File: config.mk
export PLATFORM = sky130hd
export DESIGN_NAME = dmem_arbiter
export DESIGN_NICKNAME = d
export VERILOG_FILES = /design/src/rtl/dmem_arbiter.sv
export SDC_FILE = /design/constraint.sdc
export NUM_CORES = 1
export LEC_CHECK = 0
export CAP_MARGIN = 20
export CORE_AREA = 5 5 224 226
export CTS_CLUSTER_SIZE = 14
export DETAILED_ROUTE_END_ITERATION = 6
export DIE_AREA = 0 0 229 231
export SLEW_MARGIN = 5
export SYNTH_ARGS = -nofsm -noshare
export SYNTH_HDL_FRONTEND = slang
export SYNTH_SLANG_ARGS = --single-unit
File: constraint.sdc
create_clock -name clk -period 1.52 [get_ports clk]
set_input_delay 0.228 -clock clk [delete_from_list [all_inputs] [get_ports clk]]
set_output_delay 0.228 -clock clk [all_outputs]
set_load 0.05 [all_outputs]
File: src/rtl/dmem_arbiter.sv
// dmem_arbiter: shares the data SRAM port between CPU MEM stage and external port, CPU priority with starvation guard
module dmem_arbiter #(
  parameter int ADDR_W = 64,
  parameter int DATA_W = 64,
  parameter int STARVE_LIMIT = 4,
  parameter int CNT_W = 3
) (
  input  logic              clk,
  input  logic              arst_n,
  input  logic              cpu_req,
  input  logic              cpu_wen,
  input  logic [ADDR_W-1:0] cpu_addr,
  input  logic [DATA_W-1:0] cpu_wdata,
  output logic              cpu_stall,
  output logic              cpu_rvalid,
  output logic [DATA_W-1:0] cpu_rdata,
  input  logic              ext_req,
  input  logic              ext_wen,
  input  logic [ADDR_W-1:0] ext_addr,
  input  logic [DATA_W-1:0] ext_wdata,
  output logic              ext_gnt,
  output logic              ext_rvalid,
  output logic [DATA_W-1:0] ext_rdata,
  output logic              mem_en,
  output logic              mem_wen,
  output logic [ADDR_W-1:0] mem_addr,
  output logic [DATA_W-1:0] mem_wdata,
  input  logic [DATA_W-1:0] mem_rdata
);
  typedef enum logic {NORMAL, EXT_FORCE} state_t;
  localparam logic [CNT_W-1:0] LIMIT = CNT_W'(STARVE_LIMIT);
  state_t state, state_nxt;
  logic [CNT_W-1:0] starve_cnt, starve_nxt;
  logic rd_pend, rd_owner, cpu_win, ext_win;
  // all grants are masked while reset is held so the SRAM sees no access
  always_comb begin
    ext_win = arst_n & ext_req & (~cpu_req | state == EXT_FORCE);
    cpu_win = arst_n & cpu_req & ~ext_win;
    starve_nxt = (ext_req & ~ext_win) ? ((starve_cnt == LIMIT) ? starve_cnt : starve_cnt + 1'b1) : '0;
  end
  always_ff @(posedge clk) begin
    if (!arst_n) begin
      state <= NORMAL;
      starve_cnt <= '0;
      rd_pend <= 1'b0;
      rd_owner <= 1'b0;
    end else begin
      state <= state_nxt;
      starve_cnt <= starve_nxt;
      rd_pend <= mem_en & ~mem_wen;
      if (mem_en & ~mem_wen) rd_owner <= ext_win;
    end
  end
  always_comb begin
    state_nxt = state;
    if (state == NORMAL) state_nxt = (starve_nxt == LIMIT) ? EXT_FORCE : NORMAL;
    else state_nxt = (ext_win | ~ext_req) ? NORMAL : EXT_FORCE;
  end
  always_comb begin
    mem_en = cpu_win | ext_win;
    mem_wen = ext_win ? ext_wen : cpu_win & cpu_wen;
    mem_addr = ext_win ? ext_addr : cpu_win ? cpu_addr : '0;
    mem_wdata = ext_win ? ext_wdata : cpu_win ? cpu_wdata : '0;
    cpu_stall = arst_n & cpu_req & ~cpu_win;
    ext_gnt = ext_win;
    cpu_rvalid = arst_n & rd_pend & ~rd_owner;
    ext_rvalid = arst_n & rd_pend & rd_owner;
    cpu_rdata = cpu_rvalid ? mem_rdata : '0;
    ext_rdata = ext_rvalid ? mem_rdata : '0;
  end
endmodule

# --- Word level (Yosys, flattened, before mapping) ---
# Index checks and enable logic that the tools add are counted.
word_totals:
  output_inout_bits: 262
  reg_bits: 6
  in_bits: 326
  wordCells: 39
classes:
  n_eq_ne: 2
  n_bitwise: 20
  addsub: 1
  muxes: 12
op_table:
  columns: ["op", "count"]
  rows:
  - ["64-bit two-way mux", 6]
  - ["1-bit AND", 11]
  - ["3-bit == test, second input constant", 2]
  - ["3-bit two-way mux", 2]
  - ["1-bit inverter", 6]
  - ["1-bit two-way mux", 4]
  - ["3-bit by 1-bit adder with 3-bit output, second input constant", 1]
  - ["1-bit bitwise OR", 3]

# --- Longest topological paths before layout ---
depth:
  depth_word: 9
  depth_mapped: 5
  ltp_nobuf: 5

# --- Worst setup path after synthesis ---
# No wires, ideal clock.
synth_timing:
  kind: "reg-to-output"
  from: "reg rd_owner"
  to: "out ext_rdata[46]"
  stages_incl_launch_ff: 4
  arrival_ns: 1.560
  required_ns: 1.292
  path_slack_ns: -0.268
  path_buffers: 1
  path_cell_list: "dfxtp_1 -> and3_1 -> clkbuf_1 -> and2_1"
synth_between:
  elab_chain_len: 2
synth_rtl:
  columns: ["element", "line_no", "rtl"]
  rows:
  - ["from (decl)", "34", "logic rd_pend, rd_owner, cpu_win, ext_win;"]
  - ["from (signal assigned)", "51", "if (mem_en & ~mem_wen) rd_owner <= ext_win;"]
  - ["1-bit AND", "67", "ext_rvalid = arst_n & rd_pend & rd_owner;"]
  - ["net ext_rvalid", "22", "output logic ext_rvalid,"]
  - ["64-bit two-way mux", "69", "ext_rdata = ext_rvalid ? mem_rdata : '0;"]
  - ["to (decl)", "23", "output logic [DATA_W-1:0] ext_rdata,"]
# The timed path passes the listed nets, and every way through them passes these cells.

# --- Final worst setup path ---
layout_timing:
  from: "reg state"
  to: "out mem_addr[2]"
layout_between:
  elab_chain_len: 6
layout_rtl:
  columns: ["element", "line_no", "rtl"]
  rows:
  - ["from (decl)", "32", "state_t state, state_nxt;"]
  - ["from (signal assigned)", "48", "state <= state_nxt;"]
  - ["1-bit bitwise OR *", "37", "ext_win = arst_n & ext_req & (~cpu_req | state == EXT_FORCE);"]
  - ["1-bit AND *", "37", null]
  - ["1-bit inverter", "38", "cpu_win = arst_n & cpu_req & ~ext_win;"]
  - ["1-bit AND", "38", null]
  - ["64-bit two-way mux", "62", "mem_addr = ext_win ? ext_addr : cpu_win ? cpu_addr : '0;"]
  - ["64-bit two-way mux *", "62", null]
  - ["to (decl)", "26", "output logic [ADDR_W-1:0] mem_addr,"]
# Mark *: on every way between the ends. The rest lies on a longest branch, timed or not.

==> flow_results.org <==
** Worst setup path
- For the worst setup path, the data required time is 1.29 ns.
- The startpoint identified for the worst register-to-register timing path is state.
- Crit path to :: mem_addr[2]
- The worst register-to-register path ends at rd_owner.
- In this run the register-to-register setup slack is -0.25 ns.
- The critical path starts at state.
- Worst r2r path cells :: 7
- The worst setup path is captured at a primary output.
- STA classifies the critical path startpoint as a flop.
- For the worst setup path, the data arrival time is 1.80 ns.
- Startpoint-to-endpoint class of the critical path :: flop to primary output
- Critical-path maximum fanout :: 7

** STA
- The count of final hold-check violations came to 0.
- Transition time at the pin with the least slew margin :: 0.261 ns
- Unrepaired setup endpoints after global routing :: yes
- Clock skew on the completed layout was measured at 0.00655 ns.
- Setup TNS :: -76.52 ns
- Endpoints failing setup :: 262
- The final max-slew violation count is 0.
- Worst Setup Slack, final :: -0.508 ns
- Measured against its own limit, the worst slew margin works out to 82.5%.
- Peak clock frequency supported by timing :: 493 MHz
- For the finished layout, the period the worst path requires is 2.03 ns.
- Period utilisation layout :: 133%

** Route
- DR DRC count :: 0
- The count of nets left with antenna violations once routing finished came out at 0.
- In the final routed layout, each cell accounts on average for 25.9 um.
- Summing over every cut layer, the via total after detailed routing is 5731.
- In this run, the number of DRC markers left after iteration 0 of detailed routing was 137.
- Using the TritonRoute via totals, the vias-per-cell ratio works out to 3.56.
- Number of detailed-routing iterations run before antenna repair :: 4
- Final WL :: 41800 um

** Clocking
- Number of buffers on the longest clock path :: 2
- For the worst-skew pair, the clock arrives at the later sink with an insertion delay of 0.23 ns.
- Clock transition at the register clock pins on the worst setup and hold paths after CTS :: 0.04 ns
- Clock tree sinks :: 6
- Clock tree synthesis inserted a total of 3 buffers.
- The root buffer cell chosen for the clock tree is sky130_fd_sc_hd__clkbuf_16.
- In this run, post-CTS hold repair placed 0 buffers.
- H-tree depth :: 1
- TritonCTS built the clock tree.

** GRT
- The number of antenna violations at the first check in global routing is 11.
- Global routing consumed, over all layers together, 14.1% of the routing resources.
- The total overflow left after global routing is 0.
- Largest net degree at the start of global routing :: 33
- Via count of the first global-routing pass :: 6263
- The first global-routing pass estimated 52600 um of wire.

** Finish
- The multi-input combinational cells in the finished layout cover a total of 3550 um2.
- Final instance area :: 14800 um2
- Syn-to-layout area delta :: 498%
- Proportion of layout cells with a drive suffix above 1 :: 64.9%
- After filler insertion, the fill cell instance count of the layout stands at 4760.
- Storage cell area :: 124 um2
- Count of nets after finishing :: 1318

** Synth
- The largest total area in the synthesized netlist belongs to sky130_fd_sc_hd__a22o_1.
- In the synthesized netlist the async set-or-reset flop fraction comes to 0%.
- The commonest cells after synthesis are sky130_fd_sc_hd__and2_1 (131), sky130_fd_sc_hd__a22o_1 (129), sky130_fd_sc_hd__clkbuf_1 (18).
- After synthesis, the cell types taking the most area are sky130_fd_sc_hd__a22o_1 (46%), sky130_fd_sc_hd__and2_1 (33%), sky130_fd_sc_hd__dfxtp_1 (4.9%).
- Synthesized area divided by synthesized cell count :: 7.28 um2
- In this run, synthesis produced a sequential element count of 6.
- Number of enable-type register cells in the synthesized netlist :: 0
- Netlist area before placement :: 2470 um2
- Number of nets in the synthesized netlist :: 667
- Of the synthesized area, sequential elements account for 4.87%.
- Synthesis produced 339 cells.
- For this run, the number of Yosys warnings is 0.
- The synthesized design devotes to its leading area cell type 45.8% of total area.
- By instance count, the leading cell after synthesis is sky130_fd_sc_hd__and2_1.
- For this run, the leading register cell type out of synthesis is sky130_fd_sc_hd__dfxtp_1.
- The synthesized netlist contains 24 unique library cells.

** Flow run
- The tool flagged a number of max-cap violations equal to 0.

** Placed design
- Count of buffers from port buffering :: 587
- GPL Wtd Cong :: 0.859
- Summing all placed instances gives a cell area of 12700 um2.
- The wire-length estimate of the detail-placed layout is 33800 um.

** Die
- After floorplanning, the core was sized to cover 48100 um2.
- In this run the core area contains 81 standard-cell rows.
- Starting density of the core :: 5.13%
- Die Footprint :: 52900 um2
- Top-Level Pins :: 588
- The floorplan step set the die width to 229 um.
- The die is 231 um tall.

** Outcome
- The flow ran to the end, but the final reports show violations.
- Violated checks :: negative setup slack

** Power
- In this run the static leakage power is 0.00614 uW.
- Maximum resistive drop on vdd :: 0.337 mV
- PD cells :: 340 nW/um2

** Min path
- The min-delay analysis places its worst path in the category input pin to flop.
## critical path, cell delays in order, from the launching register on
cell	delay, ns
sky130_fd_sc_hd__dfxtp_2	0.34
sky130_fd_sc_hd__and2b_2	0.24
sky130_fd_sc_hd__nor3_4	0.16
sky130_fd_sc_hd__buf_6	0.16
sky130_fd_sc_hd__buf_12	0.16
sky130_fd_sc_hd__buf_6	0.14
sky130_fd_sc_hd__a22o_2	0.19
sky130_fd_sc_hd__buf_12	0.17
## worst min path at each step
| stage | start | to | slack, ns | cells after the start |
|---|---|---|---|---|
| 2_1_floorplan | arst_n | rd_pend | 0.35 | 1 |
| 3_3_place_gp | starve_cnt[0] | state | 0.49 | 2 |
| 3_5_place_dp | starve_cnt[0] | state | 0.53 | 2 |
| 4_1_cts | arst_n | rd_pend | 0.46 | 3 |
| 5_1_grt | arst_n | rd_pend | 0.49 | 3 |
| 6_report | arst_n | rd_pend | 0.46 | 3 |
## state kept, by name, summed over array words and instances, names as in the netlist
register	cells
rd_owner	1
starve_cnt	3
state	1
rd_pend	1
## per-layer routing
metal,routed length [um],vias to the layer above,global-route usage [%],part of all wire (%)
met5,92,-,0,0.22
met4,1520,14,4.28,3.6
met3,4050,62,5.88,9.7
met2,20700,419,25.2,50
met1,15400,2663,15.2,37
li1,-,2573,-,-
## cells by family (layout without fill, tap and decap cells)
family,count (synthesis),in the layout,synth area share (%)
compound gates,134,134,47.2
fa+ha+maj,2,2,1.01
buf+inv,47,696,9.17
mux,1,1,0.456
simple gates,149,149,37.3
other cells,0,1,0
flops,6,6,4.87
## through the flow
step	instances	hold WS [ns]	util (%)	setup slack (ns)	power, uW
2_1_floorplan	339	0.350	-	-0.0916	1620
3_5_place_dp	1555	0.531	26.4	-0.597	4090
6_report	1611	0.461	30.6	-0.508	5010
4_1_cts	1588	0.459	28.7	-0.514	4810
3_3_place_gp	1555	0.491	26.4	-0.567	4070
5_1_grt	1611	0.492	30.6	-0.561	5150
## power breakdown
part	internal (uW)	switching (uW)	leakage, uW
registers	163	2.83	0.0000501
clock network	339	97.7	0.0000370
logic	2410	1990	0.00605
## cells in the final DEF, fill, tap and decap left out, drive strengths merged, types with 2 or more instances in the layout
| cell type | count |
|---|---|
| nand2 | 2 |
| nor3 | 2 |
| nor2 | 7 |
| clkdlybuf4s50 | 322 |
| nand3 | 2 |
| nor3b | 2 |
| a22o | 129 |
| clkbuf | 14 |
| dfxtp | 6 |
| ha | 2 |
| and2 | 131 |
| dlygate4sd2 | 2 |
| buf | 351 |
| inv | 5 |
## final cells by class
cell class                 instances  area share, %
timing repair buffer             688           69.2
multi-input combinational        286           24.0
tap                              622           5.28
sequential                         6          0.840
clock buffer                       3          0.509
inverter                           5          0.127
antenna                            1         0.0170
## timing repair
action / CTS / global route
resized for setup: 114 / 141
setup buffers: 15 / 10
gates cloned: 16 / 14
endpoints found under the setup margin: 263 / 264
pin swaps: 35 / 111
No activity file was read; power rests on OpenSTA's default activity.
